===== src/rtl/program_loader.sv =====
// rtl/program_loader.sv - byte-serial DRAM instruction writer; optional terminator via PROGRAM_LOADER_AUTO_TERM_EN
module program_loader #(
    parameter int                    ADDR_WIDTH  = 24,
    parameter int                    INSTR_WIDTH = 64,
    parameter int                    DATA_WIDTH  = 8,
    parameter logic [ADDR_WIDTH-1:0] BASE_ADDR   = '0,
    parameter int                    MAX_INSTRS  = 4096
) (
    input  logic                               clk,
    input  logic                               rst,
    input  logic                               start,
    input  logic                               in_valid,
    output logic                               in_ready,
    input  logic [INSTR_WIDTH-1:0]             in_instr,
    input  logic                               in_last,
    output logic                               mem_we,
    output logic [ADDR_WIDTH-1:0]              mem_addr,
    output logic [DATA_WIDTH-1:0]              mem_wdata,
    output logic                               busy,
    output logic                               done,
    output logic [$clog2(MAX_INSTRS+1)-1:0]    count,
    output logic                               err
);

    localparam int CW    = $clog2(MAX_INSTRS + 1);
    localparam int BYTES = INSTR_WIDTH / DATA_WIDTH;
`ifdef PROGRAM_LOADER_AUTO_TERM_EN
    // One slot is reserved for the all-zero terminator.
    localparam int CAPACITY = MAX_INSTRS - 1;
`else
    localparam int CAPACITY = MAX_INSTRS;
`endif
    localparam logic [CW-1:0] CAP_C     = CW'(CAPACITY);
    localparam logic [2:0]    LAST_BYTE = 3'(BYTES - 1);

    typedef enum logic [2:0] {
        L_IDLE,
        L_ACCEPT,
        L_WRITE,
        L_TERM,
        L_DONE
    } state_t;

    state_t                  state_q, state_d;
    // count doubles as the current slot index: both reset together and advance together.
    logic [CW-1:0]           count_q, count_d;
    logic                    err_q, err_d;
    logic [INSTR_WIDTH-1:0]  instr_q, instr_d;
    logic                    last_q, last_d;
    logic [2:0]              byte_q, byte_d;
    logic                    mem_we_q, mem_we_d;
    logic [ADDR_WIDTH-1:0]   mem_addr_q, mem_addr_d;
    logic [DATA_WIDTH-1:0]   mem_wdata_q, mem_wdata_d;

    // Byte address of byte 0 of a slot; wraps silently modulo 2^ADDR_WIDTH.
    function automatic logic [ADDR_WIDTH-1:0] slot_addr(input logic [CW-1:0] slot);
        return BASE_ADDR + ADDR_WIDTH'({slot, 3'b000});
    endfunction

    // Next-state and next-output decode; the write port is loaded one cycle ahead so mem_* leave flops.
    always_comb begin
        state_d     = state_q;
        count_d     = count_q;
        err_d       = err_q;
        instr_d     = instr_q;
        last_d      = last_q;
        byte_d      = byte_q;
        mem_we_d    = 1'b0;
        mem_addr_d  = mem_addr_q;
        mem_wdata_d = mem_wdata_q;
        case (state_q)
            L_IDLE: begin
                if (start) begin
                    count_d = '0;
                    err_d   = 1'b0;
                    state_d = L_ACCEPT;
                end
            end
            L_ACCEPT: begin
                if (in_valid) begin
                    // Low byte goes out immediately; the rest shift down one byte per write.
                    instr_d = in_instr >> DATA_WIDTH;
                    last_d  = in_last;
                    byte_d  = '0;
                    if (count_q < CAP_C) begin
                        state_d     = L_WRITE;
                        mem_we_d    = 1'b1;
                        mem_addr_d  = slot_addr(count_q);
                        mem_wdata_d = in_instr[DATA_WIDTH-1:0];
                    end else begin
                        err_d = 1'b1;
                        if (in_last) begin
`ifdef PROGRAM_LOADER_AUTO_TERM_EN
                            state_d     = L_TERM;
                            mem_we_d    = 1'b1;
                            mem_addr_d  = slot_addr(count_q);
                            mem_wdata_d = '0;
`else
                            state_d     = L_DONE;
`endif
                        end
                    end
                end
            end
            L_WRITE: begin
                if (byte_q != LAST_BYTE) begin
                    byte_d      = byte_q + 3'd1;
                    mem_we_d    = 1'b1;
                    mem_addr_d  = mem_addr_q + ADDR_WIDTH'(1);
                    mem_wdata_d = instr_q[DATA_WIDTH-1:0];
                    instr_d     = instr_q >> DATA_WIDTH;
                end else begin
                    count_d = count_q + CW'(1);
                    if (last_q) begin
`ifdef PROGRAM_LOADER_AUTO_TERM_EN
                        state_d     = L_TERM;
                        byte_d      = '0;
                        mem_we_d    = 1'b1;
                        mem_addr_d  = slot_addr(count_q + CW'(1));
                        mem_wdata_d = '0;
`else
                        state_d     = L_DONE;
`endif
                    end else begin
                        state_d = L_ACCEPT;
                    end
                end
            end
`ifdef PROGRAM_LOADER_AUTO_TERM_EN
            L_TERM: begin
                if (byte_q != LAST_BYTE) begin
                    byte_d      = byte_q + 3'd1;
                    mem_we_d    = 1'b1;
                    mem_addr_d  = mem_addr_q + ADDR_WIDTH'(1);
                    mem_wdata_d = '0;
                end else begin
                    state_d = L_DONE;
                end
            end
`endif
            L_DONE: begin
                state_d = L_IDLE;
            end
            default: begin
                state_d = L_IDLE;
            end
        endcase
    end

    // State and output registers; reset drops every output immediately.
    always_ff @(posedge clk or posedge rst) begin
        if (rst) begin
            state_q     <= L_IDLE;
            count_q     <= '0;
            err_q       <= 1'b0;
            instr_q     <= '0;
            last_q      <= 1'b0;
            byte_q      <= '0;
            mem_we_q    <= 1'b0;
            mem_addr_q  <= '0;
            mem_wdata_q <= '0;
        end else begin
            state_q     <= state_d;
            count_q     <= count_d;
            err_q       <= err_d;
            instr_q     <= instr_d;
            last_q      <= last_d;
            byte_q      <= byte_d;
            mem_we_q    <= mem_we_d;
            mem_addr_q  <= mem_addr_d;
            mem_wdata_q <= mem_wdata_d;
        end
    end

    assign in_ready  = (state_q == L_ACCEPT);
    assign busy      = (state_q != L_IDLE);
    assign done      = (state_q == L_DONE);
    assign count     = count_q;
    assign err       = err_q;
    assign mem_we    = mem_we_q;
    assign mem_addr  = mem_addr_q;
    assign mem_wdata = mem_wdata_q;

endmodule


===== config.mk =====
export PLATFORM = sky130hd
export DESIGN_NAME = program_loader
export DESIGN_NICKNAME = d
export VERILOG_FILES = /design/src/rtl/program_loader.sv
export SDC_FILE = /design/constraint.sdc
export NUM_CORES = 1
export LEC_CHECK = 0
export BUFFER_PORTS_ARGS = -buffer_cell sky130_fd_sc_hd__buf_2
export CORE_ASPECT_RATIO = 1.2
export CORE_MARGIN = 1.5
export CORE_UTILIZATION = 59
export DETAILED_ROUTE_END_ITERATION = 12
export GPL_TIMING_DRIVEN = 0
export PLACE_DENSITY = 0.95
export SETUP_SLACK_MARGIN = 0.5
export SYNTH_ARGS = -nofsm -noshare
export SYNTH_HDL_FRONTEND = slang
export SYNTH_SLANG_ARGS = --single-unit

===== constraint.sdc =====
create_clock -name clk -period 8.63 [get_ports clk]
set_input_delay 1.726 -clock clk [delete_from_list [all_inputs] [get_ports clk]]
set_output_delay 1.726 -clock clk [all_outputs]
set_load 0.02 [all_outputs]

# Word level (Yosys, flattened, before mapping)

Index checks and enable logic that the tools add are counted.

Equal/unequal tests: 11
Mux-type cells: 32
$add $sub $neg: 3
$lt $le $gt $ge: 1
Reduce and logical (&&, ||, !) cells: 11

Operators with widths:

| cell                                                                   | count |
|---|---|
| 64-bit 2-to-1 mux                                                      | 2 |
| 64-bit case mux with 2 select lines                                    | 1 |
| 24-bit 2-to-1 mux                                                      | 3 |
| 24-bit case mux with 2 select lines                                    | 1 |
| 13-bit 2-to-1 mux                                                      | 2 |
| 13-bit case mux with 2 select lines                                    | 1 |
| 24-bit by 1-bit adder with 24-bit output (second input constant)       | 1 |
| 3-bit 2-to-1 mux                                                       | 8 |
| 8-bit 2-to-1 mux                                                       | 3 |
| 8-bit case mux with 2 select lines                                     | 1 |
| 13-bit by 1-bit adder with 13-bit output (second input constant)       | 1 |
| 13-bit < comparator (second input constant)                            | 1 |
| 4-bit AND reduction                                                    | 3 |
| 2-bit != test (second input constant)                                  | 5 |
| 3-bit case mux with 3 select lines                                     | 1 |
| 1-bit 2-to-1 mux                                                       | 6 |
| 3-bit case mux with 2 select lines                                     | 1 |
| 3-bit AND reduction                                                    | 2 |
| 2-bit nonzero test                                                     | 3 |
| 1-bit case mux with 2 select lines                                     | 2 |
| 3-bit by 1-bit adder with 3-bit output (second input constant)         | 1 |
| 3-bit by 1-bit equality test with 1-bit output (second input constant) | 1 |
| 3-bit by 2-bit equality test with 1-bit output (second input constant) | 1 |
| 3-bit equality test (second input constant)                            | 1 |
| other kinds (6)                                                        | 6 |

Bits of input ports: 69
Word-level logic and storage cells: 67
Output and inout port bits: 50
Register bits: 118

# Depth between registers and ports, before layout

Gate-level depths: netlist of run 1.

Depth in word-level cells: 4
Depth in mapped cells: 9
Gate-level depth less buffers: 7

# Worst setup path after synthesis of run 1

OpenSTA, ideal clock, no wires.

Path type: register -> output
Start: register state_q[2]
End: output port done
Stages on the path, launching flop included: 4
Setup slack: 5.593 ns
Arrival: 1.311 ns
Path buffers: 1
Required time: 6.904 ns
Cells stage by stage: dfrtp_1 clkbuf_1 inv_1 nor3_1

Longest elaborated chain between the ends: 1

Ends and longest elaborated chain:

| item                     | RTL line | source |
|---|---|---|
| start: declaration       | 44       | `state_t state_q, state_d;` |
| start signal: assignment | 163      | `state_q <= state_d;` |
| 3-bit equality test      | 177      | `assign done = (state_q == L_DONE);` |
| end: declaration         | 20       | `output logic done,` |

No other way between the ends.

# Final worst setup path of run 1

Same ends and word-level chain as after synthesis.

==> impl_metrics.csv, run 1 <==
group,metric,value,unit
critical_path,cpLargestDelayFamily,"buffers and inverters",
synth,ys_seq_area_share,51.3,%
critical_path,cp.required,6.90,ns
critical_path,startpoint_type,"flip-flop",
cells_and_area,regArea,0.00275,mm^2
synth,syn_area_per_cell,8.66,um^2
synth,yosys-top-cells-count,"nand2_1, dfrtp_1, nor2_1, a31oi_1, clkbuf_1",
route,drc,0,
route,ant_nets,0,
sta,hold_viol,0,
cells_and_area,antennaDiodeCount,0,
sta,min_period,3.67,ns
run_status,outcome,"finished clean",
synth,synth_top_area_cell,"dfrtp_1",
cells_and_area,fillerInstances,690,
sta,slew_headroom,48.7,%
cells_and_area,layout-drive-gt1-share,19.2,%
route,finalWirelength,14700,um
sta,rsz0062_at_grt,"no",
grt,grt_pass1_vias,5069,
synth,synth_most_common_cell,"nand2_1",
power_and_ir_drop,power.total,2.11,mW
critical_path,path_buf_inv,3,
die,die_y,107,um
route,drtIter0Drc,474,
grt,grt_start_max_net_pins,68,
grt,overflow,0,
clocking,h-tree-depth,3,
synth,synth_area_leaders,"dfrtp_1, nand2_1, a31oi_1",
power_and_ir_drop,vdd_drop_max,0.000187,V
clocking,cts_tree,"yes",
synth,syn_nets,693,
worst_hold_path,hold_path_class,"flip-flop to flip-flop",
die,rows,37,
critical_path,rrSetupSlack,5.99,ns
synth,synth_top_area_share,51.3,%
clocking,cts.path.max_buffers,2,
critical_path,end_kind,"output pin",
critical_path,critical_path_class,"flip-flop to output pin",
sta,setup_viol,0,
synth,yosysUniqueCellTypes,47,
grt,grt_pass1_wl,24100,um
power_and_ir_drop,power_density,334,mW/mm^2
place,io_buffers,118,
cells_and_area,layout.nets,823,
die,die_width,90.1,um
critical_path,cp_slowest_cell,"dfrtp_1",
clocking,cts_made_buffers,9,
route,avgViaCountPerCell,6.13,
synth,synth-seq-cells,110,
synth,synth-warning-count,0,
die,coreArea,0.00870,mm^2
die,pin_count,119,
clocking,clkTransAtPathRegs,0.10,ns
cells_and_area,fin_area,0.00632,mm^2
sta,slew_violations,0,
synth,syn-cell-area,0.00537,mm^2
sta,fin_crit_sh,42.5,%
clocking,post_cts_buffers,0,
synth,ys.flop_type,"dfrtp_1",
place,dp_hpwl,10900,um
power_and_ir_drop,p_leak,2.96,nW
clocking,worstSkewPairLatency,0.38,ns
synth,async_flop_share,100,%
route,wl_per_cell,16.8,um
die,initial_utilization,61.7,%
sta,timing.fmax,273,MHz
cells_and_area,syn_to_final_growth,17.8,%
critical_path,worstPathCellList,"clkbuf_1 > inv_1 > nor3_1 > buf_2",
sta,hold_ws,0.484,ns
clocking,cts_sinks,110,
critical_path,critPathMaxStageDelay,0.48,ns
die,fp.dieArea,0.00968,mm^2
grt,track_usage,31.6,%
sta,skew,0.0111,ns
run,drv_cap,0,
critical_path,arrival,1.94,ns
sta,setup_tns,0,ns
clocking,cts_root_buf,"clkbuf_8",
synth,syn_inst,620,
synth,synth_edf_count,0,
clocking,post_cts_resized,0,
place,post_dp_cell_area,0.00613,mm^2
sta,tightest_slew,0.764,ns
cells_and_area,multiInputGateArea,0.00241,mm^2
critical_path,worstPathMaxFanout,10,
route,vias,5336,
place,place.gp.congestion,0.966,
clocking,postCtsHoldBufs,0,
route,dr.pass1.iters,5,
grt,grt_antenna_before_repair,0,
## placed cells by master, fill, tap and decap left out, types with 3 or more instances in the layout
cell / n
nand2_1: 139
a21boi_1: 3
buf_2: 125
o21ai_0: 19
nand4_1: 12
nand2b_1: 8
nor2_1: 80
a31oi_1: 53
dfrtp_1: 110
clkbuf_1: 36
nand3_1: 22
or4_1: 9
xor2_1: 4
and4_1: 8
a41o_1: 3
nor3_1: 4
o22ai_1: 11
clkbuf_8: 10
a21oi_1: 25
ha_1: 4
and2_1: 5
and3_1: 4
inv_1: 6
a211oi_1: 4
or3_1: 3
o31ai_1: 8
mux2i_1: 5
## final timing paths
check | start | end | cells past startpoint
max in group asynchronous | rst | instr_q[14] | 3
min in group asynchronous | rst | instr_q[49] | 2
hold / removal | byte_q[1] | byte_q[1] | 2
hold reg to reg | byte_q[1] | byte_q[1] | 2
setup / recovery | state_q[2] | done | 4
setup reg to reg | byte_q[0] | mem_addr[21] | 7
## registers in the layout, summed over array words and instances (netlist names)
signal     cells
instr_q       56
mem_addr      24
count         13
mem_wdata      8
byte_q         3
state_q        3
err            1
last_q         1
mem_we         1
## worst reg2reg max path: cells and delay by family, from the launching register on
kind	cells	cell delay, ns
adders and majority gates	2	0.44
and+or+nand+nor	2	0.70
DFF	1	0.41
buffers and inverters	1	0.17
AOI/OAI and AO/OA	1	0.64
muxes	1	0.20
## kinds of logic after synthesis
logic type | after synthesis | synth area share (%)
DFF | 110 | 51.3
adders and majority gates | 4 | 0.933
AOI/OAI and AO/OA | 140 | 16.5
muxes | 7 | 1.35
and+or+nand+nor | 304 | 25.6
buffers and inverters | 51 | 3.73
xor gates and xnor gates | 4 | 0.653
## metal layers
metal	part of all wire, %	track usage (%)
met5	0	0
met4	3.9	17.1
met3	8.7	5.65
met2	49	53.6
met1	38	38.6
## power by group
part / leakage (nW) / total [mW] / internal [mW] / switching (mW)
sequential: 1.33 / 0.872 / 0.718 / 0.154
combinational: 1.54 / 0.929 / 0.319 / 0.610
clock: 0.0952 / 0.309 / 0.140 / 0.169
## final cells by class
class	count	share of cell area (%)
Clock buffer	11	2.24
Inverter	7	0.455
Tap cell	117	2.32
Buffer	44	2.75
Clock inverter	4	0.752
Timing Repair Buffer	119	9.78
Sequential cell	110	43.5
Multi-Input combinational cell	459	38.2
## metrics by stage
stage | util [%] | std cells | setup WS [ns]
final | 72.6 | 871 | 4.96
after global routing | 72.6 | 871 | 4.83
after CTS | 72.6 | 871 | 4.99
after detailed placement | 70.5 | 856 | 5.01
after global placement | 70.1 | 855 | 2.87
after floorplan | - | 620 | 4.00
(Power assumes the default switching activity.)
==> run 2, diff against run 1 <==
--- a/config.mk
+++ b/config.mk
@@ -8,10 +8,10 @@
 export BUFFER_PORTS_ARGS = -buffer_cell sky130_fd_sc_hd__buf_2
 export CORE_ASPECT_RATIO = 1.2
 export CORE_MARGIN = 1.5
-export CORE_UTILIZATION = 59
+export CORE_UTILIZATION = 49
 export DETAILED_ROUTE_END_ITERATION = 12
 export GPL_TIMING_DRIVEN = 0
-export PLACE_DENSITY = 0.95
+export PLACE_DENSITY = 0.87
 export SETUP_SLACK_MARGIN = 0.5
 export SYNTH_ARGS = -nofsm -noshare
 export SYNTH_HDL_FRONTEND = slang
==> constraint.sdc (replaced) <==
create_clock -name clk -period 3.2 [get_ports clk]
set_input_delay 0.64 -clock clk [delete_from_list [all_inputs] [get_ports clk]]
set_output_delay 0.64 -clock clk [all_outputs]
set_load 0.02 [all_outputs]
==> run 2 against run 1 <==
Against the previous run: clock power increased to 3.4 times the previous value; non-clock buffer count rose by 1; register-to-register slack got worse by 5.3 ns; combinational power rose to 2.7 times the previous value; via count fell by 3.3%; sequential cell count is the same; critical path depth is the same; worst setup slack worse by 4.3 ns; clock-buffer cell count stayed put.
==> impl_metrics.csv, run 2 (synthesis gave the netlist of run 1 again) <==
group,metric,value,unit
run_status,outcome,"finished clean",
sta,tightest_slew,0.824,ns
place,io_buffers,118,
die,initial_utilization,50.8,%
die,die_width,98.5,um
clocking,postCtsHoldBufs,0,
sta,fin_crit_sh,79.4,%
clocking,clkTransAtPathRegs,0.07,ns
clocking,worstSkewPairLatency,0.35,ns
critical_path,critical_path_class,"flip-flop to output pin",
sta,setup_viol,0,
sta,timing.fmax,393,MHz
power_and_ir_drop,power.switching,2.52,mW
place,post_dp_cell_area,0.00616,mm^2
power_and_ir_drop,power.total,5.85,mW
cells_and_area,fillerInstances,964,
power_and_ir_drop,p_int,3.34,mW
grt,grt_start_max_net_pins,40,
route,drc,0,
place,placed_cells,869,
critical_path,worstPathCellList,"clkbuf_1 > inv_1 > nor3_1 > buf_2",
power_and_ir_drop,switching_share,43.0,%
route,dr.pass1.iters,5,
grt,grt_antenna_before_repair,2,
cells_and_area,mostFrequentLayoutCells,"nand2_1, buf_2, dfrtp_1",
critical_path,critPathMaxStageDelay,0.47,ns
die,pin_count,119,
worst_hold_path,hold_path_class,"input port to asynchronous set/reset pin",
clocking,cts_made_buffers,9,
run,drv_cap,0,
critical_path,end_kind,"output pin",
sta,skew,0.00887,ns
critical_path,path_buf_inv,3,
critical_path,arrival,1.90,ns
power_and_ir_drop,comb_power_share,42.2,%
sta,hold_viol,0,
route,vias,5161,
route,finalWirelength,14300,um
clocking,post_cts_buffers,0,
clocking,cts_root_buf,"clkbuf_16",
route,wl_per_cell,16.2,um
clocking,cts_sinks,110,
power_and_ir_drop,power_density,908,mW/mm^2
critical_path,cp.required,2.56,ns
die,coreArea,0.0106,mm^2
power_and_ir_drop,clockPowerShare,17.8,%
cells_and_area,syn_to_final_growth,20.1,%
place,dp_hpwl,10600,um
route,avgViaCountPerCell,5.83,
critical_path,reg2regPathDepth,9,
grt,overflow,0,
clocking,cts_tree,"yes",
sta,slew_headroom,45.0,%
clocking,cts.path.max_buffers,2,
route,drtIter0Drc,295,
grt,grt_pass1_vias,4884,
cells_and_area,layout-drive-gt1-share,19.5,%
cells_and_area,fin_area,0.00644,mm^2
sta,hold_ws,0.448,ns
die,die_y,118,um
cells_and_area,largest-register,"instr_q",
sta,slew_violations,0,
die,fp.dieArea,0.0116,mm^2
cells_and_area,layout.nets,824,
cells_and_area,layout.cells.non_filler,885,
route,ant_nets,0,
power_and_ir_drop,vdd_drop_max,0.000429,V
sta,rsz0062_at_grt,"no",
grt,grt_pass1_wl,23400,um
power_and_ir_drop,seq_power_share,39.9,%
grt,track_usage,25.2,%
clocking,h-tree-depth,3,
die,rows,41,
sta,setup_tns,0,ns
sta,min_period,2.54,ns
critical_path,worstPathMaxFanout,10,
critical_path,startpoint_type,"flip-flop",
critical_path,cp_num_cells,4,
place,place.gp.congestion,0.938,
cells_and_area,largest_register_ffs,56,
critical_path,cpLargestDelayFamily,"buffers and inverters",
power_and_ir_drop,p_leak,3.00,nW
cells_and_area,final_common_cell,"nand2_1",
critical_path,cp_slowest_cell,"dfrtp_1",
==> run 2: cell count changes in the layout (fill, tap and decap cells not counted), sizes merged <==
cell      change
buf           +1
bufinv        -1
clkinvlp      +1
diode         +1
==> run 2: repair_timing <==
action                                  4_1_cts  5_1_grt
hold endpoints to repair                      0        0
endpoints found under the setup margin        0       56
gates resized for setup                       0        4
==> run 2: per-layer routing <==
metal / up-vias / wire length (um) / track usage [%]
met5: - / 13 / 0
li1: 2463 / - / -
met4: 2 / 475 / 11.4
met2: 217 / 6960 / 41.6
met1: 2438 / 5830 / 31.8
met3: 41 / 1020 / 4.99
==> run 2: through the flow <==
step | utilization, % | worst slack [ns]
floorplan | - | 0.926
global placement | 57.9 | 0.479
detailed placement | 58.3 | 0.532
CTS | 60.8 | 0.513
global route | 61.0 | 0.518
finish | 61.0 | 0.658
==> run 2: cell type report <==
class,instances,area (um^2),share of cell area (%)
sequential,110,2750,42.7
multi-input combinational,459,2430,37.6
timing repair buffer,120,631,9.78
clock buffer,11,233,3.61
buffer,44,175,2.72
tap,129,161,2.50
clock inverter,4,33.8,0.524
inverter,7,30.0,0.466
antenna,1,2.50,0.0388
==> run 2: worst paths after layout <==
| check | endpoint | slack (ns) | from |
|---|---|---|---|
| worst max-delay path | done | 0.66 | state_q[2] |
| worst min-delay path | instr_q[53] | 0.45 | rst |
| worst max register to register | mem_wdata[1] | 0.70 | byte_q[0] |
| worst min register to register | byte_q[2] | 0.49 | byte_q[2] |
| max in group asynchronous | last_q | 2.11 | rst |
| min in group clk | byte_q[2] | 0.49 | byte_q[2] |
==> run 2: power by group through the flow <==
| stage | clock [mW] | sequential, mW | combinational [mW] |
|---|---|---|---|
| after floorplan | 0 | 2.42 | 1.60 |
| after global placement | 0 | 2.33 | 2.38 |
| after detailed placement | 0 | 2.36 | 2.46 |
| after CTS | 1.06 | 2.33 | 2.46 |
| after global routing | 1.10 | 2.41 | 2.76 |
| final | 1.04 | 2.34 | 2.47 |
